**config.mk**
```make
export PLATFORM = sky130hd
export DESIGN_NAME = load_store_unit
export DESIGN_NICKNAME = d
export VERILOG_FILES = /design/src/rtl/load_store_unit.sv
export SDC_FILE = /design/constraint.sdc
export NUM_CORES = 1
export LEC_CHECK = 0
export ABC_CLOCK_PERIOD_IN_PS = 2700
export CORE_MARGIN = 3
export CORE_UTILIZATION = 45
export DETAILED_ROUTE_END_ITERATION = 16
export HOLD_SLACK_MARGIN = 0.05
export PLACE_DENSITY = 0.86
export SKIP_LAST_GASP = 1
export SLEW_MARGIN = 20
export SYNTH_ARGS = -nofsm -noshare
export SYNTH_HDL_FRONTEND = slang
export SYNTH_SLANG_ARGS = --single-unit
```
**constraint.sdc**
```tcl
create_clock -name clk -period 2.7 [get_ports clk]
set_input_delay 0.81 -clock clk [delete_from_list [all_inputs] [get_ports clk]]
set_output_delay 0.81 -clock clk [all_outputs]
set_load 0.05 [all_outputs]
```
**src/rtl/load_store_unit.sv**
```systemverilog
// Load/store unit: drives the word-addressed, byte-masked data port.
// One response per accepted request; alignment, steering and extension.
`ifndef MEM_CMD_READ
`define MEM_CMD_READ 1'b0
`endif
`ifndef MEM_CMD_WRITE
`define MEM_CMD_WRITE 1'b1
`endif

module load_store_unit #(
    parameter int TIMEOUT_CYCLES = 16
) (
    input  logic        clk,
    input  logic        rst_n,
    input  logic        req_valid,
    output logic        req_ready,
    input  logic        req_store,
    input  logic [1:0]  req_size,
    input  logic        req_unsigned,
    input  logic [31:0] req_addr,
    input  logic [31:0] req_wdata,
    output logic        resp_valid,
    output logic [31:0] resp_rdata,
    output logic        resp_error,
    output logic [1:0]  resp_err_code,
    output logic [31:0] mem_addr,
    output logic [3:0]  mem_mask,
    output logic        mem_enable,
    output logic        mem_cmd,
    output logic [31:0] mem_write_data,
    input  logic [31:0] mem_load_data,
    input  logic        mem_valid
);

    localparam int CW = $clog2(TIMEOUT_CYCLES + 1);

    typedef enum logic [1:0] {
        IDLE,
        ACCESS,
        RESP
    } state_t;

    state_t      state_q;
    logic        store_q;
    logic        uns_q;
    logic [1:0]  size_q;
    logic [31:0] addr_q;
    logic [31:0] wdata_q;
    logic [1:0]  code_q;
    logic [CW-1:0] cnt_q;
    logic [31:0] rdata_q;

    logic [1:0]  code_d;
    logic [3:0]  mask_d;
    logic [31:0] wrep_d;
    logic [31:0] shifted;
    logic [31:0] ext_d;

    always_comb begin
        code_d = 2'b00;
        if (req_size == 2'b11) begin
            code_d = 2'b10;
        end else if ((req_size == 2'b01 && req_addr[0]) ||
                     (req_size == 2'b10 && req_addr[1:0] != 2'b00)) begin
            code_d = 2'b01;
        end
    end

    always_comb begin
        mask_d = 4'b1111;
        wrep_d = wdata_q;
        unique case (size_q)
            2'b00: begin
                mask_d = 4'b0001 << addr_q[1:0];
                wrep_d = {4{wdata_q[7:0]}};
            end
            2'b01: begin
                mask_d = 4'b0011 << {addr_q[1], 1'b0};
                wrep_d = {2{wdata_q[15:0]}};
            end
            default: begin
                mask_d = 4'b1111;
                wrep_d = wdata_q;
            end
        endcase
    end

    // Half loads are aligned here, so the byte shift also selects the half.
    assign shifted = mem_load_data >> {addr_q[1:0], 3'b000};

    always_comb begin
        ext_d = mem_load_data;
        unique case (size_q)
            2'b00: ext_d = uns_q ? {24'h0, shifted[7:0]}
                                 : {{24{shifted[7]}}, shifted[7:0]};
            2'b01: ext_d = uns_q ? {16'h0, shifted[15:0]}
                                 : {{16{shifted[15]}}, shifted[15:0]};
            default: ext_d = mem_load_data;
        endcase
    end

    always_ff @(posedge clk or negedge rst_n) begin
        if (!rst_n) begin
            state_q <= IDLE;
            store_q <= 1'b0;
            uns_q   <= 1'b0;
            size_q  <= 2'b00;
            addr_q  <= 32'h0;
            wdata_q <= 32'h0;
            code_q  <= 2'b00;
            cnt_q   <= '0;
            rdata_q <= 32'h0;
        end else begin
            unique case (state_q)
                IDLE: begin
                    if (req_valid) begin
                        store_q <= req_store;
                        uns_q   <= req_unsigned;
                        size_q  <= req_size;
                        addr_q  <= req_addr;
                        wdata_q <= req_wdata;
                        code_q  <= code_d;
                        cnt_q   <= CW'(1);
                        rdata_q <= 32'h0;
                        state_q <= (code_d != 2'b00) ? RESP : ACCESS;
                    end
                end
                ACCESS: begin
                    if (store_q) begin
                        state_q <= RESP;
                    end else if (mem_valid) begin
                        rdata_q <= ext_d;
                        state_q <= RESP;
                    end else if (cnt_q == CW'(TIMEOUT_CYCLES)) begin
                        code_q  <= 2'b11;
                        state_q <= RESP;
                    end else begin
                        cnt_q <= cnt_q + CW'(1);
                    end
                end
                RESP: begin
                    code_q  <= 2'b00;
                    rdata_q <= 32'h0;
                    state_q <= IDLE;
                end
                default: state_q <= IDLE;
            endcase
        end
    end

    logic acc;
    logic rsp;
    assign acc = (state_q == ACCESS);
    assign rsp = (state_q == RESP);

    assign req_ready      = (state_q == IDLE);
    assign mem_enable     = acc;
    assign mem_addr       = acc ? {addr_q[31:2], 2'b00} : 32'h0;
    assign mem_mask       = acc ? mask_d : 4'b0000;
    assign mem_cmd        = (acc && store_q) ? `MEM_CMD_WRITE : `MEM_CMD_READ;
    assign mem_write_data = (acc && store_q) ? wrep_d : 32'h0;
    assign resp_valid     = rsp;
    assign resp_rdata     = rsp ? rdata_q : 32'h0;
    assign resp_error     = rsp && (code_q != 2'b00);
    assign resp_err_code  = rsp ? code_q : 2'b00;

endmodule

```
# Word-level counts from Yosys, hierarchy flattened
# Index checks and enable logic that the tools add are counted.
# totals
output_inout_bits	107
latchBits	0
ramBits	0
mem_count	0
wordCells	77
romBits	0
input_bits	104
regBits	109
# classes
add_sub_neg	1
mux	33
bitwise	0
eq_ne	14
n_lt_le_gt_ge	0
div	0
n_reduce_logical	17
shift	3
mul	0
# ops
operator	n
2-to-1 mux 32 bit	8
one-hot mux 32 bit (2 select lines)	2
one-hot mux 32 bit (3 select lines)	1
>> shifter 32 x 5 -> 16 bit	1
2-to-1 mux 2 bit	11
2-to-1 mux 5 bit	4
inequality test 2 bit, second input constant	5
one-hot mux 5 bit (2 select lines)	1
AND reduction 5 bit	2
one-hot mux 4 bit (2 select lines)	1
nonzero test 2 bit	4
equality test 2 x 1 -> 1 bit, second input constant	3
equality test 2 bit, second input constant	3
one-hot mux 2 bit (3 select lines)	1
adder 5 x 1 -> 5 bit, second input constant	1
equality test 5 bit, second input constant	1
logical AND 1 bit	4
zero test 2 bit	2
2-to-1 mux 4 bit	1
inequality test 4 x 3 -> 1 bit, second input constant	1
one-hot mux 2 bit (2 select lines)	1
AND reduction 2 bit	2
AND reduction 4 bit	1
left shift 1 x 2 -> 4 bit, first input constant	1
other kinds (5)	6

# Longest topological paths before layout
# logic_depth
ltp_word	9
ltp_mapped	9

# Worst setup path after synthesis
# Ideal clock, no wire load.
# synth_path
kind	reg2out
startpoint	reg state_q[1]
endpoint	out mem_write_data[13]
arrival_time_ns	2.477
path_stages_with_launch	7
path_buffers	2
required_ns	1.890
slack_ns	-0.587
cell_sequence	dfrtp_1 > inv_1 > ha_1 > clkbuf_1 > nand2_1 > clkbuf_1 > a21oi_1
# synth_between
elab_chain_len	3
# synth_lines
element	line	source
start, declared	43	state_t state_q;
start signal, assigned	125	state_q <= (code_d != 2'b00) ? RESP : ACCESS;
equality test 2 x 1 -> 1 bit	153	assign acc = (state_q == ACCESS);
named net mem_enable	28	output logic mem_enable,
logical AND 1 bit	161	assign mem_write_data = (acc && store_q) ? wrep_d : 32'h0;
2-to-1 mux 32 bit	161	
end, declared	30	output logic [31:0] mem_write_data,
# The timed path passes the listed nets, and every way through them passes these cells.

# Worst setup path after layout
# layout_path
startpoint	reg state_q[0]
endpoint	out resp_error
# layout_between
elab_chain_len	2
# layout_lines
element	line	source
equality test 2 bit	154	assign rsp = (state_q == RESP);
logical AND 1 bit	164	assign resp_error = rsp && (code_q != 2'b00);
end, declared	24	output logic resp_error,
# No other way between the ends.

==> results.json <==
{
  "min_period_ns": 2.603,
  "dieArea_um2": 14640,
  "numCtsBuffers": 9,
  "leakagePower_nw": 4.107,
  "ctsRootBufferMaster": "clkbuf_16",
  "yosys-top-cells-count": "dfrtp_1 (109), mux2_2 (79), and2_1 (68)",
  "n_fill_cell": 743,
  "reg2reg_depth": 8,
  "crit_fanout": 4,
  "io_buffers": 208,
  "synthTopCellsByArea": "dfrtp_1 (46%), mux2_2 (15%), and2_1 (7.1%)",
  "max_stage_delay_ns": 0.42,
  "switching_power_mw": 3.823,
  "clkSinkCount": 109,
  "crit_chain": "inv_1 > ha_2 > and2_2 > or2_2 > buf_12",
  "worstMarginPinSlew_ns": 0.8418,
  "std_cell_rows": 41,
  "grt_pass1_wl_um": 30270,
  "postSynthCellCount": 561,
  "grt_use_met2_pct": 45.15,
  "synth_area_per_cell_um2": 10.61,
  "finalSetupViolCount": 0,
  "grt_setup_unrepaired": "false",
  "async_reset_ff_share_pct": 100.0,
  "clk_latency_ns": 0.35,
  "wl_per_cell_um": 20.58,
  "swShare_pct": 42.37,
  "synth_edf_count": 0,
  "power_mw": 9.022,
  "grt_use_total_pct": 26.63,
  "totalWireLength_um": 19260,
  "grt_max_degree": 49,
  "ys.flop_type": "dfrtp_1",
  "synth_area_leader_cell": "dfrtp_1",
  "use_met1_pct": 30.07,
  "drc": 0,
  "gp_congestion": 0.8665,
  "grt_pass1_vias": 5724,
  "hold_viol": 0,
  "r2r_setup_slack_ns": 0.42,
  "grt-ovfl-total": 0,
  "critical_path.slowest_cell": "dfrtp_1",
  "cts-htree-levels": 3,
  "ys_seq_area_share_pct": 45.84,
  "critPathLaunchType": "register",
  "fmax_mhz": 384.1,
  "fin_ws_ns": 0.09662,
  "via_per_inst": 5.788,
  "ant_nets": 0,
  "synth_area_um2": 5951,
  "use_met3_pct": 10.26,
  "die_h_um": 121.0,
  "n_antenna_cell": 0,
  "ys_types": 50,
  "worstPathArrival_ns": 1.79,
  "comb_power_share_pct": 56.2,
  "worst_ep_required_time_ns": 1.89,
  "drv_cap": 0,
  "r2r_start": "state_q[1]$_DFFE_PN0P_",
  "p_per_area_nw_per_um2": 923.8,
  "path_class": "reg -> out",
  "first_pass_iters": 6,
  "r2r-end": "rdata_q[31]$_DFFE_PN0P_",
  "p_seq_share_pct": 30.4,
  "hold_path.class": "in -> async",
  "yosys_warnings": 0,
  "antenna_found_initial": 0,
  "dp_hpwl_um": 14540,
  "cp_top_family": "simple AND/OR/NAND/NOR gates",
  "synth_top_area_share_pct": 45.84,
  "nNetsFinal": 871,
  "core_area_um2": 12770,
  "status": "finished, final reports clean",
  "clkTransAtPathRegs_ns": 0.07,
  "slew_headroom_pct": 43.77,
  "die-width_um": 121.0,
  "drive_gt1_share_pct": 34.82,
  "syn2layout_area_growth_pct": 64.11,
  "drtIter0Drc": 598,
  "period_share_pct": 96.42,
  "p_int_mw": 5.199,
  "place_ws_ns": -0.04957,
  "busiest_layer": "met2",
  "synth_seq_cells": 109,
  "initial_core_util_pct": 46.59,
  "crit_buf_inv": 2,
  "end_kind": "output pin",
  "cts_buffer_depth": 2,
  "vias": 5418,
  "p_clk_share_pct": 13.4,
  "finalMaxSlewViolations": 0,
  "tritoncts": "done",
  "fin_worst_skew_ns": 0.005234,
  "irDropWorstVdd_uv": 532.4,
  "synth.most_common_cell": "dfrtp_1",
  "io_pins": 211,
  "cts_hold_buf": 0
}
repair_timing:
action,4_1_cts,5_1_grt
resized for setup,2,4
pin swaps,0,0
endpoints found under the hold margin,0,0
buffers inserted,0,1
endpoints found under the setup margin,9,47
cell families after synthesis:
family	count (synthesis)	share of synthesized area [%]
AO/OA/AOI/OAI	108	13.98
XOR/XNOR	3	0.4416
buffers and inverters	52	3.806
AND/OR/NAND/NOR	183	16.30
multiplexers	99	18.31
flip-flops	109	45.84
adder cells (fa/ha/maj)	6	1.262
other	1	0.06302
sequential cells by signal, indices dropped and copies added, names as in the netlist:
| register | count |
|---|---|
| store_q | 1 |
| uns_q | 1 |
| addr_q | 32 |
| code_q | 2 |
| wdata_q | 32 |
| rdata_q | 32 |
| size_q | 2 |
| cnt_q | 5 |
| state_q | 2 |
worst max path at each step:
stage                                start                       to  slack [ns]  cells after the start
finish              state_q[0]$_DFFE_PN0P_               resp_error         0.1                      5
global route        state_q[1]$_DFFE_PN0P_       mem_write_data[10]        0.01                      6
CTS                 state_q[1]$_DFFE_PN0P_        mem_write_data[7]        0.01                      5
detailed placement               req_valid  rdata_q[18]$_DFFE_PN0P_       -0.05                      6
global placement                 req_valid  rdata_q[18]$_DFFE_PN0P_        0.03                      6
floorplan           state_q[1]$_DFFE_PN0P_       mem_write_data[10]       -0.10                      5
placed cells by master, fill, tap and decap left out, types with 6 or more instances in the layout:
cell and n:
nor2_1 28, a221o_2 10, o221ai_1 9, mux2i_1 20, nor2_4 7, and3_1 8
buf_4 19, a22o_1 6, a221oi_1 6, nor2_2 10, inv_1 7, buf_12 111
o21a_1 7, o21ai_0 14, clkdlybuf4s50_1 102, clkbuf_16 9, a22oi_1 7, dfrtp_1 108
nand2_1 33, a21oi_1 21, and2_1 66, a221o_1 13, mux2_2 79
layout make-up:
cell class | count | area, um2 | area share (%)
repair buffers | 233 | 3397 | 34.79
multi-input cells | 401 | 3142 | 32.17
flip-flops and latches | 109 | 2729 | 27.94
clock buffers | 10 | 229.0 | 2.345
well taps | 172 | 215.2 | 2.204
clock inverters | 4 | 27.53 | 0.2819
inverters | 7 | 26.28 | 0.2691
stage by stage:
step / hold slack, ns / cells / setup TNS, ns / area, um2 / utilization, %
after floorplan: 0.4482 / 562 / -1.313 / 6085 / -
after global placement: 0.4634 / 921 / 0 / 9484 / 74.25
after detailed placement: 0.4671 / 921 / -0.5878 / 9484 / 74.25
after CTS: 0.4250 / 935 / 0 / 9744 / 76.29
after global routing: 0.4396 / 936 / 0 / 9766 / 76.45
final: 0.4189 / 936 / 0 / 9766 / 76.45
routing by layer:
metal	part of all wire [%]	vias up	wire length (um)
met5	0	-	0
met4	3.3	0	629
met3	11	56	2130
met2	50	327	9635
met1	36	2636	6864
li1	-	2399	-
power groups by stage:
| stage | combinational (mW) | sequential [mW] | clock (mW) |
|---|---|---|---|
| finish | 5.07 | 2.74 | 1.21 |
| global route | 5.37 | 2.81 | 1.30 |
| detailed placement | 5.00 | 2.76 | 0 |
| floorplan | 3.20 | 2.53 | 0 |
| global placement | 4.81 | 2.70 | 0 |
| CTS | 5.03 | 2.74 | 1.23 |
Power figures use the tool's default switching activity.
